--- src/rtl/hog_pkg.sv ---
// rtl/hog_pkg.sv - shared HOG histogram geometry constants
package hog_pkg;

  // Width of one orientation or magnitude-sum bin
  localparam int BIN_WIDTH       = 11;
  // Orientation bins 0..BINS-2 plus one trailing magnitude-sum bin
  localparam int BINS            = 10;
  // Wide enough to count 0..BINS-1
  localparam int INDEX_WIDTH     = 4;
  // Position of the magnitude-sum bin, always the last one
  localparam int SUM_BIN         = BINS - 1;
  localparam int HISTOGRAM_WIDTH = BIN_WIDTH * BINS;

endpackage

--- src/rtl/hist_pingpong_buffer.sv ---
// rtl/hist_pingpong_buffer.sv - two-slot histogram buffer with occupancy count
module hist_pingpong_buffer #(
  parameter int WIDTH = hog_pkg::HISTOGRAM_WIDTH
) (
  input  logic             clk,
  input  logic             rst,
  input  logic             in_valid,
  output logic             in_ready,
  input  logic [WIDTH-1:0] in_data,
  // pop is only asserted while out_valid is high
  input  logic             pop,
  output logic             out_valid,
  output logic [WIDTH-1:0] head
);

  logic [WIDTH-1:0] slot [2];
  logic             wr_ptr;
  logic             rd_ptr;
  logic [1:0]       count;
  logic             push;

  // Readiness comes from registered state only, so a completing pop never
  // frees a slot within the same cycle
  assign in_ready  = rst && (count != 2'd2);
  assign out_valid = (count != 2'd0);
  assign push      = in_valid && in_ready;
  assign head      = slot[rd_ptr];

  // Slot write, pointer toggling and occupancy tracking
  always_ff @(posedge clk or negedge rst) begin
    if (!rst) begin
      slot[0] <= '0;
      slot[1] <= '0;
      wr_ptr  <= 1'b0;
      rd_ptr  <= 1'b0;
      count   <= 2'd0;
    end else begin
      if (push) begin
        slot[wr_ptr] <= in_data;
        wr_ptr       <= ~wr_ptr;
      end
      if (pop) begin
        rd_ptr <= ~rd_ptr;
      end
      case ({push, pop})
        2'b10:   count <= count + 2'd1;
        2'b01:   count <= count - 2'd1;
        default: count <= count;
      endcase
    end
  end

endmodule

--- src/rtl/histogram_serializer.sv ---
// rtl/histogram_serializer.sv - packed histogram to bin-serial beat stream
module histogram_serializer #(
  parameter int BIN_WIDTH       = hog_pkg::BIN_WIDTH,
  parameter int BINS            = hog_pkg::BINS,
  parameter int HISTOGRAM_WIDTH = BIN_WIDTH * BINS,
  parameter int INDEX_WIDTH     = hog_pkg::INDEX_WIDTH
) (
  input  logic                       clk,
  input  logic                       rst,
  input  logic                       in_valid,
  output logic                       in_ready,
  input  logic [HISTOGRAM_WIDTH-1:0] row_histogram,
  output logic                       out_valid,
  input  logic                       out_ready,
  output logic [INDEX_WIDTH-1:0]     bin_index,
  output logic [BIN_WIDTH-1:0]       bin_value,
  output logic                       out_last
);

  localparam logic [INDEX_WIDTH-1:0] LAST_INDEX = INDEX_WIDTH'(BINS - 1);

  logic [HISTOGRAM_WIDTH-1:0] head;
  logic [INDEX_WIDTH-1:0]     bin_cnt;
  logic                       xfer;
  logic                       pop;

  hist_pingpong_buffer #(
    .WIDTH (HISTOGRAM_WIDTH)
  ) u_buffer (
    .clk       (clk),
    .rst       (rst),
    .in_valid  (in_valid),
    .in_ready  (in_ready),
    .in_data   (row_histogram),
    .pop       (pop),
    .out_valid (out_valid),
    .head      (head)
  );

  assign xfer      = out_valid && out_ready;
  assign out_last  = out_valid && (bin_cnt == LAST_INDEX);
  // Retire the head slot on the beat carrying the magnitude sum
  assign pop       = xfer && out_last;
  assign bin_index = bin_cnt;

  // Select the current bin of the head histogram
  always_comb begin
    bin_value = '0;
    for (int k = 0; k < BINS; k++) begin
      if (bin_cnt == INDEX_WIDTH'(k)) begin
        bin_value = head[k*BIN_WIDTH +: BIN_WIDTH];
      end
    end
  end

  // Bin counter advances per accepted beat and wraps after the sum bin
  always_ff @(posedge clk or negedge rst) begin
    if (!rst) begin
      bin_cnt <= '0;
    end else if (xfer) begin
      bin_cnt <= out_last ? '0 : bin_cnt + INDEX_WIDTH'(1);
    end
  end

endmodule

--- config.mk ---
export PLATFORM = sky130hd
export DESIGN_NAME = histogram_serializer
export DESIGN_NICKNAME = d
export VERILOG_FILES = /design/src/rtl/hog_pkg.sv /design/src/rtl/hist_pingpong_buffer.sv /design/src/rtl/histogram_serializer.sv
export SDC_FILE = /design/constraint.sdc
export NUM_CORES = 1
export LEC_CHECK = 0
export CORE_ASPECT_RATIO = 1.75
export CORE_MARGIN = 8
export CORE_UTILIZATION = 40
export CTS_BUF_LIST = sky130_fd_sc_hd__clkbuf_4 sky130_fd_sc_hd__clkbuf_8 sky130_fd_sc_hd__clkbuf_16
export DETAILED_ROUTE_END_ITERATION = 8
export PLACE_DENSITY = 0.63
export SLEW_MARGIN = 5
export SYNTH_ARGS = -nofsm -noshare
export SYNTH_HDL_FRONTEND = slang
export SYNTH_SLANG_ARGS = --single-unit
--- constraint.sdc ---
create_clock -name clk -period 6.4 [get_ports clk]
set_clock_uncertainty 0.2 [all_clocks]
set_input_delay 1.28 -clock clk [delete_from_list [all_inputs] [get_ports clk]]
set_output_delay 1.28 -clock clk [all_outputs]
set_load 0.01 [all_outputs]
== Word-level counts from Yosys, hierarchy flattened ==
Index checks and enable logic that the tools add are counted.
Storage, ports and cells
  logic and storage cells: 55
  memories: 0
  bits in latches: 0
  memory bits (read-only): 0
  register bits: 228
  input port bits: 114
  bits in writable memories: 0
Operators by class
  bitwise operators: 4
  mux-type cells: 18
  equal/unequal tests: 12
  reductions and logical operators: 9
  shift operators: 0
  $add $sub $neg: 3
  divide/modulo/power cells: 0
  $lt $le $gt $ge: 3
  multipliers: 0
Operator list (number)
  2-to-1 mux 110 bit: 4
  bitwise mux 220 bit: 1
  demux 110 bit (select 1 bit): 1
  2-to-1 mux 11 bit: 10
  == test 4 x 3 -> 1 bit, second input constant: 4
  == test 4 x 2 -> 1 bit, second input constant: 2
  == test 4 bit, second input constant: 2
  logical AND 1 bit: 6
  adder 4 x 1 -> 4 bit, second input constant: 1
  == test 4 x 1 -> 1 bit, second input constant: 1
  greater-or-equal comparator 2 bit, second input constant: 2
  zero test 4 bit: 1
  2-to-1 mux 4 bit: 1
  NOT 1 -> 2 bit: 2
  case mux 2 bit (2 select lines): 1
  nonzero test 2 bit: 2
  adder 2 x 1 -> 2 bit, second input constant: 1
  == test 2 x 1 -> 1 bit, second input constant: 1
  == test 2 bit, second input constant: 1
  < comparator 2 x 1 -> 1 bit, second input constant: 1
  != test 2 bit, second input constant: 1
  NOT 1 bit: 2
  subtractor 2 x 1 -> 2 bit, second input constant: 1

== Depth between registers and ports, before layout ==
  word-level depth: 14
  depth in mapped cells: 8
  gate-level depth less buffers: 8

== By module ==
A second synthesis with hierarchy kept.
Unflattened totals
  cell total of the unflattened synthesis: 794
  area total of the unflattened synthesis: 11481.0 µm²
By module, submodules not included
  hist_pingpong_buffer: sequential area each 5605.4 µm², instances 1, area each 10159.7 µm², cells an instance 603
  histogram_serializer: sequential area each 100.1 µm², instances 1, area each 1321.3 µm², cells an instance 191

== Least setup slack after synthesis ==
No wires, ideal clock.
  path kind: flip-flop to output port
  from: reg bin_cnt[1], in the netlist bin_index[1]
  to: out bin_value[0]
  setup slack: 2996 ps
  buffers on the path: 1
  cell stages (with the launch flop): 9
  arrival time: 1924 ps
  cells stage by stage: dfrtp_1 inv_1 ha_1 or3b_2 clkbuf_1 o22ai_1 o21ai_0 a21oi_1 a211o_1
On the way
  cells in the longest elaborated chain, start to end: 11
  elaborated cells between the ends (all ways): 20
  classes of those cells: eq/ne (9); mux (10); reduce/logical (1)
RTL lines
  start, declared: RTL line histogram_serializer.sv:23  | logic [INDEX_WIDTH-1:0] bin_cnt;
  start signal, assigned: RTL line histogram_serializer.sv:61  | bin_cnt <= out_last ? '0 : bin_cnt + INDEX_WIDTH'(1);
  zero test 4 bit: RTL line histogram_serializer.sv:50  | if (bin_cnt == INDEX_WIDTH'(k)) begin
  2-to-1 mux 11 bit (9 in series): RTL line histogram_serializer.sv:50
  2-to-1 mux 11 bit (*): RTL line histogram_serializer.sv:50
  end, declared: RTL line histogram_serializer.sv:16  | output logic [BIN_WIDTH-1:0] bin_value,
Every way passes the cells marked *; elsewhere a longest branch is shown, timed or not.

== Worst setup path in the final report ==
  from: reg u_buffer.rd_ptr
  to: out bin_value[5]
On the way
  cells in the longest elaborated chain, start to end: 14
RTL lines
  start, declared: RTL line hist_pingpong_buffer.sv:18  | logic rd_ptr;
  start signal, assigned: RTL line hist_pingpong_buffer.sv:43  | rd_ptr <= ~rd_ptr;
  NOT 1 -> 2 bit (implied by the code) (*): RTL line hist_pingpong_buffer.sv:27  | assign head = slot[rd_ptr];
  2-to-1 mux 110 bit (implied by the code) (*) (3 in series): RTL line hist_pingpong_buffer.sv:27
  2-to-1 mux 11 bit (9 in series): RTL line histogram_serializer.sv:50
  2-to-1 mux 11 bit (*): RTL line histogram_serializer.sv:50
Every way passes the cells marked *; elsewhere a longest branch is shown, timed or not. The select of a mux whose other input is x is not followed.

==> results.py <==
metrics = {
    "outcome": {
        "outcome": "completed",
    },
    "detailed_routing": {
        "drt-initial-drc-count": 537,
        "first_pass_iters": 7,
        "antenna_left": 0,
        "vias": 6991,
        "drc": 0,
        "wl_per_cell_um": 23.6,
        "viasPerCell": 5.46,
        "routed_wl_um": 30200,
    },
    "global_route": {
        "grt_pass1_wl_um": 46200,
        "grt_pass1_vias": 7650,
        "track_usage_pct": 18.1,
        "grt_max_degree": 77,
        "antenna_found_initial": 0,
        "gr-total-overflow": 0,
    },
    "clock_network": {
        "cts_hold_buf": 0,
        "numCtsBuffers": 23,
        "ctsResizeCount": 0,
        "clk_pin_slew_ns": 0.06,
        "cts_tree": "done",
        "clock_sinks": 228,
        "clk_path_buf_depth": 3,
        "clkLatencyLatePin_ns": 0.53,
        "post_cts_buffers": 0,
        "cts_root_buffer": "clkbuf_16",
        "htreeDepth": 1,
    },
    "flow_run": {
        "drv_cap": 0,
    },
    "cells_and_area": {
        "fillers": 2418,
        "syn2layout_area_growth_pct": 21.2,
        "nets": 1013,
        "utilization_pct": 49.2,
        "drive_above_1_share_pct": 32.4,
        "antennaDiodeCount": 0,
    },
    "pwr": {
        "power.density_nw_per_um2": 535,
        "ir_drop_mv": 0.369,
        "p_leak_nw": 6.10,
    },
    "synthesis": {
        "synth_top_area_cell": "dfrtp_1",
        "async_flop_share_pct": 100,
        "seq_area_frac_synth_pct": 51.4,
        "synth_cell_type_count": 40,
        "synthTopCellsByArea": "dfrtp_1, mux2_2, mux2_4",
        "ys_ff_latch": 228,
        "netlist_instances": 787,
        "yosysWarnings": 0,
        "synthFlopType": "dfrtp_1",
        "syn_nets": 906,
        "avgSynthCellArea_um2": 14.1,
        "synthTopCellsByCount": "dfrtp_1, mux2_2, mux2i_1",
        "synth_edf_count": 0,
        "synth_top_area_share_pct": 51.4,
        "syn-cell-area_um2": 11100,
        "yosysMostFrequentCell": "dfrtp_1",
    },
    "sta": {
        "slew_headroom_pct": 27.5,
        "whs_ns": 0.302,
        "tightestPinTransition_ns": 1.08,
        "timing.final.max_slew_violations": 0,
        "min_period_ns": 5.15,
        "fmax_mhz": 194,
        "final.setup.tns_ns": 0,
        "setup_viol_count_final": 0,
        "fin_crit_sh_pct": 80.5,
        "grt_setup_unrepaired": "no",
        "finalWorstSetupSlack_ns": 1.25,
        "hold_viol_final": 0,
    },
    "floorplan": {
        "die_x_um": 142,
        "dieHeight_um": 236,
        "dieArea_um2": 33500,
        "io_pins": 132,
        "core_um2": 27300,
        "start_util_pct": 40.6,
        "num_rows": 80,
    },
    "placement": {
        "place_hpwl_um": 21600,
        "port_buffers": 131,
        "gp_congestion": 0.822,
        "pre_cts_slack_ns": 1.78,
    },
    "setup_path": {
        "cp_max_fo": 44,
        "path_class": "reg2out",
        "crit_arrival_ns": 3.67,
        "worstPathRequired_ns": 4.92,
        "endpoint_kind": "output port",
        "startpoint_type": "flop",
    },
    "hold_path": {
        "hold_path.class": "reg2reg",
    },
}
cell families after synthesis:
| logic type | after synthesis | synth area share (%) |
|---|---|---|
| AOI/OAI and AO/OA | 105 | 6.51 |
| muxes | 332 | 35.6 |
| xor gates and xnor gates | 4 | 0.316 |
| adders and majority gates | 5 | 0.564 |
| and+or+nand+nor | 51 | 2.44 |
| DFF | 228 | 51.4 |
| buffers and inverters | 62 | 3.17 |
cell type report:
type | instances | area [um^2] | share of cell area [%]
repair buffers | 140 | 1400 | 10.4
flip-flops and latches | 228 | 5710 | 42.5
well taps | 369 | 462 | 3.43
clock buffers | 32 | 674 | 5.01
clock inverters | 10 | 136 | 1.01
multi-input cells | 497 | 5060 | 37.6
inverters | 4 | 15.0 | 0.112
worst max-delay path: stages (launching register included):
cell and delay, ns:
dfrtp_4 0.85, buf_4 0.73, mux2_2 0.42, o22ai_1 0.24, a21oi_1 0.12, a211o_1 0.27, clkdlybuf4s50_1 0.49
metal layers:
metal / global-route usage (%) / share of wire (%)
met2: 32.7 / 53
met1: 20.7 / 39
met5: 0 / 0
met3: 2.65 / 3.8
met4: 7.85 / 3.8
flip-flops by register name (all words and copies together) (netlist names):
register	flops
bin_index	4
u_buffer.slot	220
u_buffer.rd_ptr	1
u_buffer.wr_ptr	1
u_buffer.count	2
cells in the final DEF, fill, tap and decap left out, types with 4 or more instances in the layout:
cell type          n
o21ai_0           11
a22oi_1           11
buf_4              8
clkbuf_4           4
nand3b_1           5
ha_1               5
clkdlybuf4s50_1  130
a222oi_1          10
a21oi_1           12
mux2i_1           99
clkbuf_8           5
mux2_2           144
mux2_4            89
nand2_1           16
nor2_1            13
o22ai_1           44
a211o_1           11
clkbuf_16         23
dfrtp_1          227
final timing paths:
path / startpoint / to / slack, ns / cells past startpoint
worst max-delay path: u_buffer.rd_ptr / bin_value[5] / 1.25 / 6
worst min-delay path: u_buffer.slot[62] / u_buffer.slot[62] / 0.30 / 1
worst max register to register: u_buffer.count[0] / u_buffer.slot[104] / 3.54 / 5
worst min register to register: u_buffer.slot[62] / u_buffer.slot[62] / 0.30 / 1
max in group asynchronous: rst / u_buffer.wr_ptr / 3.82 / 3
min in group asynchronous: rst / u_buffer.slot[187] / 0.45 / 1
where the power goes:
| part | switching [mW] | total [mW] | leakage (nW) | internal [mW] |
|---|---|---|---|---|
| clock network | 0.581 | 1.44 | 0.397 | 0.860 |
| registers | 0.535 | 2.71 | 2.71 | 2.18 |
| logic | 1.34 | 3.03 | 3.00 | 1.70 |
| total | 2.45 | 7.19 | 6.10 | 4.74 |
per-stage QoR:
stage | instance area [um^2] | std cells | power [mW]
global placement | 12600 | 1238 | 5.71
CTS | 13400 | 1280 | 7.24
floorplan | 11100 | 787 | 4.71
detailed placement | 12600 | 1238 | 5.76
finish | 13400 | 1280 | 7.19
global route | 13400 | 1280 | 7.57
(Power assumes the default switching activity.)
